**src/rtl/xalu_seq.sv**
```systemverilog
// Multi-cycle multiply/divide sequencer owning HI/LO (fixed-latency multiply, radix-2 restoring divide).
// Define XALU_MADD_EN to enable the MADD/MADDU/MSUB/MSUBU accumulate ops (8-11).
module xalu_seq #(
    parameter int MUL_LAT = 3
) (
    input  logic        clk,
    input  logic        resetn,
    input  logic        start,
    input  logic [3:0]  op,
    input  logic [31:0] src_a,
    input  logic [31:0] src_b,
    input  logic        cancel,
    output logic        busy,
    output logic        done,
    output logic [31:0] mul_result,
    output logic [31:0] hi,
    output logic [31:0] lo
);
    localparam logic [3:0] OP_MULT  = 4'd1, OP_MULTU = 4'd2, OP_DIV  = 4'd3, OP_DIVU  = 4'd4,
                           OP_MTHI  = 4'd5, OP_MTLO  = 4'd6, OP_MUL  = 4'd7, OP_MADD  = 4'd8,
                           OP_MADDU = 4'd9, OP_MSUB  = 4'd10, OP_MSUBU = 4'd11;

    typedef enum logic [1:0] {IDLE, MUL, DIV, DIV_FIX} state_t;

    state_t      state, state_nxt;
    logic        accept, is_mul, is_div, op_sgn;
    logic [1:0]  mode_nxt, mode;  // 0 write HI/LO, 1 MUL result, 2 accumulate add, 3 accumulate sub
    logic [31:0] a_q, b_q, quo, rem;
    logic [4:0]  cnt;
    logic        mul_sgn, dz, neg_q, negr_q;
    logic [63:0] ma, mb, prod;
    logic [32:0] rem_sh, diff;

    assign accept = start && !cancel && (state == IDLE);
    assign op_sgn = (op == OP_MULT) || (op == OP_MUL) || (op == OP_DIV) ||
                    (op == OP_MADD) || (op == OP_MSUB);
    assign is_div = (op == OP_DIV) || (op == OP_DIVU);

    always_comb begin
        is_mul   = 1'b0;
        mode_nxt = 2'd0;
        case (op)
            OP_MULT, OP_MULTU: is_mul = 1'b1;
            OP_MUL: begin is_mul = 1'b1; mode_nxt = 2'd1; end
`ifdef XALU_MADD_EN
            OP_MADD, OP_MADDU: begin is_mul = 1'b1; mode_nxt = 2'd2; end
            OP_MSUB, OP_MSUBU: begin is_mul = 1'b1; mode_nxt = 2'd3; end
`endif
            default: ;
        endcase
    end

    // Low 64 bits of the product of sign/zero-extended operands serve both signednesses.
    assign ma   = {{32{mul_sgn & a_q[31]}}, a_q};
    assign mb   = {{32{mul_sgn & b_q[31]}}, b_q};
    assign prod = ma * mb;

    assign rem_sh = {rem, quo[31]};
    assign diff   = rem_sh - {1'b0, b_q};

    always_ff @(posedge clk or negedge resetn) begin
        if (!resetn) state <= IDLE;
        else         state <= state_nxt;
    end

    always_comb begin
        state_nxt = state;
        case (state)
            IDLE: begin
                if (accept && is_mul)      state_nxt = MUL;
                else if (accept && is_div) state_nxt = (src_b == 32'd0) ? DIV_FIX : DIV;
            end
            MUL:     if (cnt == 5'd0) state_nxt = IDLE;
            DIV:     if (cnt == 5'd0) state_nxt = DIV_FIX;
            DIV_FIX: state_nxt = IDLE;
            default: state_nxt = IDLE;
        endcase
    end

    always_comb begin
        busy = (state != IDLE);
    end

    always_ff @(posedge clk or negedge resetn) begin
        if (!resetn) begin
            hi <= '0; lo <= '0; mul_result <= '0; done <= 1'b0;
            a_q <= '0; b_q <= '0; quo <= '0; rem <= '0; cnt <= '0;
            mode <= '0; mul_sgn <= 1'b0; dz <= 1'b0; neg_q <= 1'b0; negr_q <= 1'b0;
        end else begin
            done <= 1'b0;
            case (state)
                IDLE: if (accept) begin
                    if (op == OP_MTHI) hi <= src_a;
                    if (op == OP_MTLO) lo <= src_a;
                    if (is_mul) begin
                        a_q     <= src_a;
                        b_q     <= src_b;
                        mul_sgn <= op_sgn;
                        mode    <= mode_nxt;
                        cnt     <= 5'(MUL_LAT - 1);
                    end
                    if (is_div) begin
                        // Divide on magnitudes; signs fixed up in DIV_FIX.
                        a_q    <= src_a;
                        quo    <= (op_sgn && src_a[31]) ? -src_a : src_a;
                        b_q    <= (op_sgn && src_b[31]) ? -src_b : src_b;
                        rem    <= '0;
                        cnt    <= 5'd31;
                        dz     <= (src_b == 32'd0);
                        neg_q  <= op_sgn && (src_a[31] ^ src_b[31]);
                        negr_q <= op_sgn && src_a[31];
                    end
                end
                MUL: begin
                    if (cnt == 5'd0) begin
                        done <= 1'b1;
                        case (mode)
                            2'd0: {hi, lo} <= prod;
                            2'd1: mul_result <= prod[31:0];
`ifdef XALU_MADD_EN
                            2'd2: {hi, lo} <= {hi, lo} + prod;
                            2'd3: {hi, lo} <= {hi, lo} - prod;
`endif
                            default: ;
                        endcase
                    end else begin
                        cnt <= cnt - 5'd1;
                    end
                end
                DIV: begin
                    rem <= diff[32] ? rem_sh[31:0] : diff[31:0];
                    quo <= {quo[30:0], ~diff[32]};
                    if (cnt != 5'd0) cnt <= cnt - 5'd1;
                end
                DIV_FIX: begin
                    done <= 1'b1;
                    if (dz) begin
                        lo <= 32'hFFFF_FFFF;
                        hi <= a_q;
                    end else begin
                        lo <= neg_q  ? -quo : quo;
                        hi <= negr_q ? -rem : rem;
                    end
                end
                default: ;
            endcase
        end
    end
endmodule

```
**config.mk**
```make
export PLATFORM = sky130hd
export DESIGN_NAME = xalu_seq
export DESIGN_NICKNAME = d
export VERILOG_FILES = /design/src/rtl/xalu_seq.sv
export SDC_FILE = /design/constraint.sdc
export NUM_CORES = 2
export LEC_CHECK = 0
export BUFFER_PORTS_ARGS = -buffer_cell sky130_fd_sc_hd__clkbuf_2
export CAP_MARGIN = 40
export CORE_ASPECT_RATIO = 0.5
export CORE_UTILIZATION = 46
export CTS_BUF_LIST = sky130_fd_sc_hd__clkbuf_8 sky130_fd_sc_hd__clkbuf_16
export DETAILED_ROUTE_END_ITERATION = 16
export GPL_ROUTABILITY_DRIVEN = 0
export PLACE_DENSITY = 0.69
export SYNTH_ARGS = -nofsm -noshare
export SYNTH_HDL_FRONTEND = slang
export SYNTH_SLANG_ARGS = --single-unit
```
**constraint.sdc**
```tcl
create_clock -name clk -period 10.5 [get_ports clk]
set_clock_uncertainty 0.1 [all_clocks]
set_input_delay 0 -clock clk [delete_from_list [all_inputs] [get_ports clk]]
set_output_delay 0 -clock clk [all_outputs]
set_load 0.02 [all_outputs]
```
; ---- Yosys cells after proc, flatten, opt, wreduce, memory -nomap -nowiden
; Cells that the tools add are included.
[op_classes]
n_eq_ne = 24
reduce_logical = 33
multipliers = 1
n_bitwise = 4
n_mux = 43
addsub = 6
[op_table]
columns = operator, n
row1 = 2-to-1 mux 32 bit, 23
row2 = case mux 32 bit (3 select lines), 2
row3 = negation 32 bit, 4
row4 = case mux 32 bit (2 select lines), 2
row5 = multiplier 33 x 33 -> 64 bit, 1
row6 = subtractor 33 x 32 -> 33 bit, 1
row7 = logical NOT 32 bit, 1
row8 = 2-to-1 mux 5 bit, 5
row9 = AND reduction 3 bit, 6
row10 = equality test 4 x 3 -> 1 bit (second input constant), 4
row11 = case mux 5 bit (3 select lines), 1
row12 = AND reduction 5 bit, 3
row13 = != test 2 bit (second input constant), 6
row14 = equality test 4 x 2 -> 1 bit (second input constant), 2
row15 = equality test 4 bit (second input constant), 2
row16 = 2-to-1 mux 2 bit, 4
row17 = case mux 2 bit (4 select lines), 1
row18 = logical AND 1 bit, 7
row19 = != test 2 x 1 -> 1 bit (second input constant), 3
row20 = nonzero test 2 bit, 3
row21 = nonzero test 3 bit, 2
row22 = logical NOT 5 bit, 1
row23 = logical OR 1 bit, 5
row24 = nonzero test 5 bit, 1
row25 = other kinds (14), 21
[totals]
in_bits = 72
word_cells = 126
out_inout_bits = 98
register_bits = 238

; ---- Depth between registers and ports, before layout
[logic_depth]
ltp_word = 10
depth_mapped = 32

; ---- Worst setup path before layout
; OpenSTA, ideal clock, no wires.
[synth_timing]
path_kind = register to register
from = reg a_q[31]
to = reg hi[28]
period_less_slack_ps = 8280
path_stages_with_launch = 32
n_path_buf = 2
arrival_ps = 8059
slack_ps = 2220
cell_sequence = dfrtp_1 -> clkbuf_1 -> and2_1 -> clkbuf_1 -> nand2_1 -> inv_1 -> fa_1 -> inv_1 -> fa_1 -> inv_1 -> fa_1 -> fa_1 -> inv_1 -> fa_1 -> inv_1 -> fa_1 -> inv_1 -> fa_1 -> fa_1 -> inv_1 -> ha_1 -> a21oi_1 -> nor2b_1 -> o21a_1 -> a311o_1 -> nand2_1 -> nand2_1 -> a311o_1 -> a21o_1 -> a21oi_1 -> nor4_1 -> o22a_1
[synth_between]
elab_chain_len = 5
[synth_lines]
columns = element, line_no
row1 = "start, declared", 28  ; logic [31:0] a_q, b_q, quo, rem;
row2 = "start signal, assigned", 96  ; a_q <= src_a;
row3 = "start signal, assigned", 104  ; a_q <= src_a;
row4 = bitwise AND 1 bit, 54  ; assign ma = {{32{mul_sgn & a_q[31]}}, a_q};
row5 = multiplier 33 x 33 -> 64 bit *, 56  ; assign prod = ma * mb;
row6 = 2-to-1 mux 32 bit *, 117  ; case (mode)
row7 = 2-to-1 mux 32 bit *, 115  ; if (cnt == 5'd0) begin
row8 = case mux 32 bit (3 select lines) *, 91  ; case (state)
row9 = "end signal, assigned", 93  ; if (op == OP_MTHI) hi <= src_a;
row10 = "end signal, assigned", 118  ; 2'd0: {hi, lo} <= prod;
row11 = "end signal, assigned", 139  ; hi <= a_q;
row12 = "end, declared", 16  ; output logic [31:0] hi,
; Every way passes the cells marked *; elsewhere a longest branch is shown, timed or not. The select of a mux whose other input is x is not followed.
; A chain may end at the register's enable or synchronous reset.

; ---- Worst setup path after layout
[layout_timing]
from = reg b_q[0]
to = reg hi[18]
[layout_between]
elab_chain_len = 4
[layout_lines]
columns = element, line_no
row1 = "start, declared", 28
row2 = "start signal, assigned", 97  ; b_q <= src_b;
row3 = "start signal, assigned", 106  ; b_q <= (op_sgn && src_b[31]) ? -src_b : src_b;
row4 = multiplier 33 x 33 -> 64 bit, 56
row5 = 2-to-1 mux 32 bit, 117
row6 = 2-to-1 mux 32 bit, 115
row7 = case mux 32 bit (3 select lines), 91
; No other way between the ends. The select of a mux whose other input is x is not followed.

==> results.txt <==
----------------------------------------------------
[Run status]
  Run status ... finished with violations
  Failing checks ... hold timing

[Detailed routing]
  Final ANT Viol Nets ... 0
  Iteration-0 DRC count of the detailed router ... ~4300
  Count of unresolved DRC violations after routing ... 0
  Wire length per cell ... 22.40 um
  Initial DRT Pass Iterations ... 6
  Total number of vias ... around 42000
  Routed WL ... roughly 170000 um
  Vias per inst ... about 5.6

[Logic synthesis]
  Post-synthesis xor/xnor area fraction ... 3.632%
  Number of instances in the synthesized netlist ... 5891
  Proportion of synthesized area in mux cells ... under 10%
  Synth Area in Compound Gates ... under 10%
  #FFs+latches synth ... 237
  Netlist area before placement ... between 0.05 and 0.06 mm2
  Combinational family with the most area after synthesis ... adder cells
  Proportion of netlist area held by the largest area contributor ... a little over two fifths
  Synthesized area per cell ... roughly 9.0 um2
  Post-synthesis cell type with the largest combined area ... sky130_fd_sc_hd__fa_1
  Area contributors post-synth ... sky130_fd_sc_hd__fa_1 (43%), sky130_fd_sc_hd__dfrtp_1 (11%), sky130_fd_sc_hd__inv_1 (8.1%)
  Proportion of synthesized chip area in sequential cells ... between 10% and 20%
  Asr flop ratio synth ... 100.0%
  Mapped Nets ... about 7300
  Number of distinct library cells after synthesis ... 80
  EDFF count, synth ... 0
  Synth Flop Type ... sky130_fd_sc_hd__dfrtp_1
  Simple-gate share of the synthesized area ... 14.94%
  Yosys synthesis warning count ... 0
  Post-synthesis adder-cell area fraction ... 48.67%

[Critical path]
  Critical path startpoint category ... register
  Start-to-end type of the worst setup path ... reg2reg
  Required time of the critical path ... around 11000 ps
  Data arrival time of the critical path ... 9340 ps
  Critical path capture point type ... register
  CP Max Fanout ... 23
  Worst Reg2Reg Path Length in Cells ... 26

[Final layout]
  Commonest cells after routing, fill and taps aside ... sky130_fd_sc_hd__inv_1 (1151), sky130_fd_sc_hd__fa_1 (1126), sky130_fd_sc_hd__nand2_1 (945)
  Commonest non-fill, non-tap cell in the layout ... sky130_fd_sc_hd__inv_1
  Filler Cell Count ... 10372
  Number of nets in the final layout ... 7396
  Layout area overhead ... 8.412%
  Share of layout cells above drive strength 1 ... between 7 and 8%

[Floorplanning]
  IO Count ... between 150 and 200
  Number of rows in the core area ... just under 90
  Die Height ... approximately 240 um
  Effective utilization at floorplan ... between 40% and 50%
  Core region area ... between 0.1 and 0.15 mm2
  Horizontal die dimension ... between 400 and 500 um
  Die Outline Area ... 0.1163 mm2

[Global route]
  Via count of the first global-routing pass ... between 40000 and 50000
  Global-route wire length before repair ... about 260000 um
  Aggregate global routing overflow ... 0
  Antenna violations before repair ... 12
  Total track usage ... ~29%
  Largest net degree at the start of global routing ... between 100 and 150

[CTS]
  Number of buffers on the longest clock path ... 3
  Number of buffers added to fix hold violations after cts ... about 90
  Number of instances resized during post-cts repair ... 0
  Total number of clock tree sinks ... roughly 240
  Root buffer selected by CTS ... sky130_fd_sc_hd__clkbuf_16
  Total clock buffers created by CTS ... 24
  Post-CTS setup-driven buffer insertion count ... 0
  TritonCTS clock tree ... yes
  Clock transition at the registers of the reported paths ... 80 ps
  Max H-tree Level ... 1
  Source-to-sink clock delay at the later pin of the worst-skew pair ... between 500 and 600 ps

[Timing]
  Worst max-slew margin expressed relative to the limit ... about 36%
  Final critical delay including setup and external delays ... roughly 9000 ps
  Timing-limited maximum frequency ... 111.3 MHz
  Final setup violation count ... 0
  Total Neg Setup Slack ... 0 ps
  Unrepaired setup endpoints after global routing ... false
  Min Hold Slack ... -32.33 ps
  Final WS setup ... about 1500 ps
  Total count of hold-check failures in the final report ... 4
  Final Cycle Share ... roughly 86%
  Count of pins over their slew limit ... 0
  Pin slew with the least headroom to its limit ... approximately 960 ps

[Placement]
  Setup slack after placement ... 1687 ps
  Placed wire-length estimate after detailed placement ... 132600 um
  Port Buf Inserts ... 169

[Min path]
  Class of the tightest hold or removal check ... in2async

[Job]
  Max Cap Viol ... 0

----------------------------------------------------
[cells in the mapped netlist (18+ instances only)]
cell and n:
sky130_fd_sc_hd__o21ai_0 231, sky130_fd_sc_hd__nor3_1 23, sky130_fd_sc_hd__fa_1 1126, sky130_fd_sc_hd__a21o_1 54, sky130_fd_sc_hd__a21oi_1 195, sky130_fd_sc_hd__and2_1 349, sky130_fd_sc_hd__nand3_1 31, sky130_fd_sc_hd__xor2_1 103
sky130_fd_sc_hd__mux2i_1 29, sky130_fd_sc_hd__clkbuf_1 349, sky130_fd_sc_hd__nand2_1 945, sky130_fd_sc_hd__a31oi_1 18, sky130_fd_sc_hd__nor2b_1 24, sky130_fd_sc_hd__nand2b_1 21, sky130_fd_sc_hd__a22oi_1 22, sky130_fd_sc_hd__mux2_2 61
sky130_fd_sc_hd__dfrtp_1 237, sky130_fd_sc_hd__nor2_1 179, sky130_fd_sc_hd__ha_1 253, sky130_fd_sc_hd__and3_1 28, sky130_fd_sc_hd__o22ai_1 26, sky130_fd_sc_hd__o31ai_1 32, sky130_fd_sc_hd__inv_1 1146, sky130_fd_sc_hd__a221oi_1 32
sky130_fd_sc_hd__xnor2_1 116
[area by class of cell]
cell class | count | area (um2) | share of cell area (%)
Inverter | 1146 | 4302 | 7.512
Clock inverter | 14 | 146.4 | 0.2557
Clock buffer | 30 | 683.2 | 1.193
Tap cell | 1513 | 1893 | 3.306
Sequential cell | 237 | 5934 | 10.36
Timing Repair Buffer | 391 | 3050 | 5.327
Multi-Input combinational cell | 4145 | 41250 | 72.04
Antenna cell | 1 | 2.502 | 0.004370
[worst max-delay path, cell delays in order, from the launching register on]
cell	delay [ps]
sky130_fd_sc_hd__dfrtp_1	850
sky130_fd_sc_hd__nand2_1	210
sky130_fd_sc_hd__inv_1	180
sky130_fd_sc_hd__fa_1	480
sky130_fd_sc_hd__fa_1	560
sky130_fd_sc_hd__fa_1	700
sky130_fd_sc_hd__inv_1	350
sky130_fd_sc_hd__fa_1	580
sky130_fd_sc_hd__inv_1	50
sky130_fd_sc_hd__fa_1	480
sky130_fd_sc_hd__fa_1	500
sky130_fd_sc_hd__fa_1	490
sky130_fd_sc_hd__inv_1	50
sky130_fd_sc_hd__fa_1	500
sky130_fd_sc_hd__inv_1	50
sky130_fd_sc_hd__ha_1	350
sky130_fd_sc_hd__a21o_1	210
sky130_fd_sc_hd__o21ba_2	240
sky130_fd_sc_hd__o21ai_0	80
sky130_fd_sc_hd__a21oi_1	150
sky130_fd_sc_hd__o21ai_0	120
sky130_fd_sc_hd__a2111oi_0	740
sky130_fd_sc_hd__nor2_1	270
sky130_fd_sc_hd__xnor2_1	200
sky130_fd_sc_hd__nor2_1	60
sky130_fd_sc_hd__a221oi_1	190
sky130_fd_sc_hd__o21ai_0	120
[final timing paths]
| check | start | endpoint | slack [ps] |
|---|---|---|---|
| max in group asynchronous | resetn | b_q[16] | 8810 |
| worst min-delay path | resetn | lo[23] | -30 |
| worst max register to register | b_q[0] | hi[18] | 1520 |
| worst min register to register | lo[25] | lo[25] | 380 |
| worst max-delay path | b_q[0] | hi[18] | 1520 |
| min in group clk | op[0] | cnt[2] | 70 |
[metal layers]
| metal | up-vias | track usage [%] | wire, um |
|---|---|---|---|
| met2 | 2241 | 44.01 | 72300 |
| met5 | - | 0 | 70 |
| met3 | 415 | 8.241 | 20180 |
| met1 | 21370 | 40.60 | 66730 |
| li1 | 17983 | - | - |
| met4 | 10 | 11.39 | 8188 |
[state kept, by name, summed over array words and instances, names as in the netlist, 2 cells and up]
signal,flops
cnt,5
lo,32
mul_result,32
rem,32
state,2
quo,32
hi,32
b_q,32
a_q,32
[per-stage QoR]
stage	hold slack [ps]	cell area, um2	util [%]	cells
2_1_floorplan	-395.6	52820	-	5891
5_1_grt	84.98	57260	50.58	7477
3_5_place_dp	38.80	55550	49.07	7344
6_report	-32.33	57260	50.58	7477
4_1_cts	27.22	57260	50.58	7476
3_3_place_gp	35.59	55090	48.66	7324
[cell families (layout without fill, tap and decap cells)]
| group | Yosys count | count (layout) |
|---|---|---|
| AND/OR/NAND/NOR | 1699 | 1699 |
| buffers and inverters | 1509 | 1581 |
| adder cells (fa/ha/maj) | 1379 | 1379 |
| AO/OA/AOI/OAI | 758 | 758 |
| flip-flops | 237 | 237 |
| XOR/XNOR | 219 | 219 |
| multiplexers | 90 | 90 |
| other | 0 | 1 |
Power is left out: the tool's default activity adds up to more than one toggle a clock period on the data nets, which glitch-free logic cannot reach.
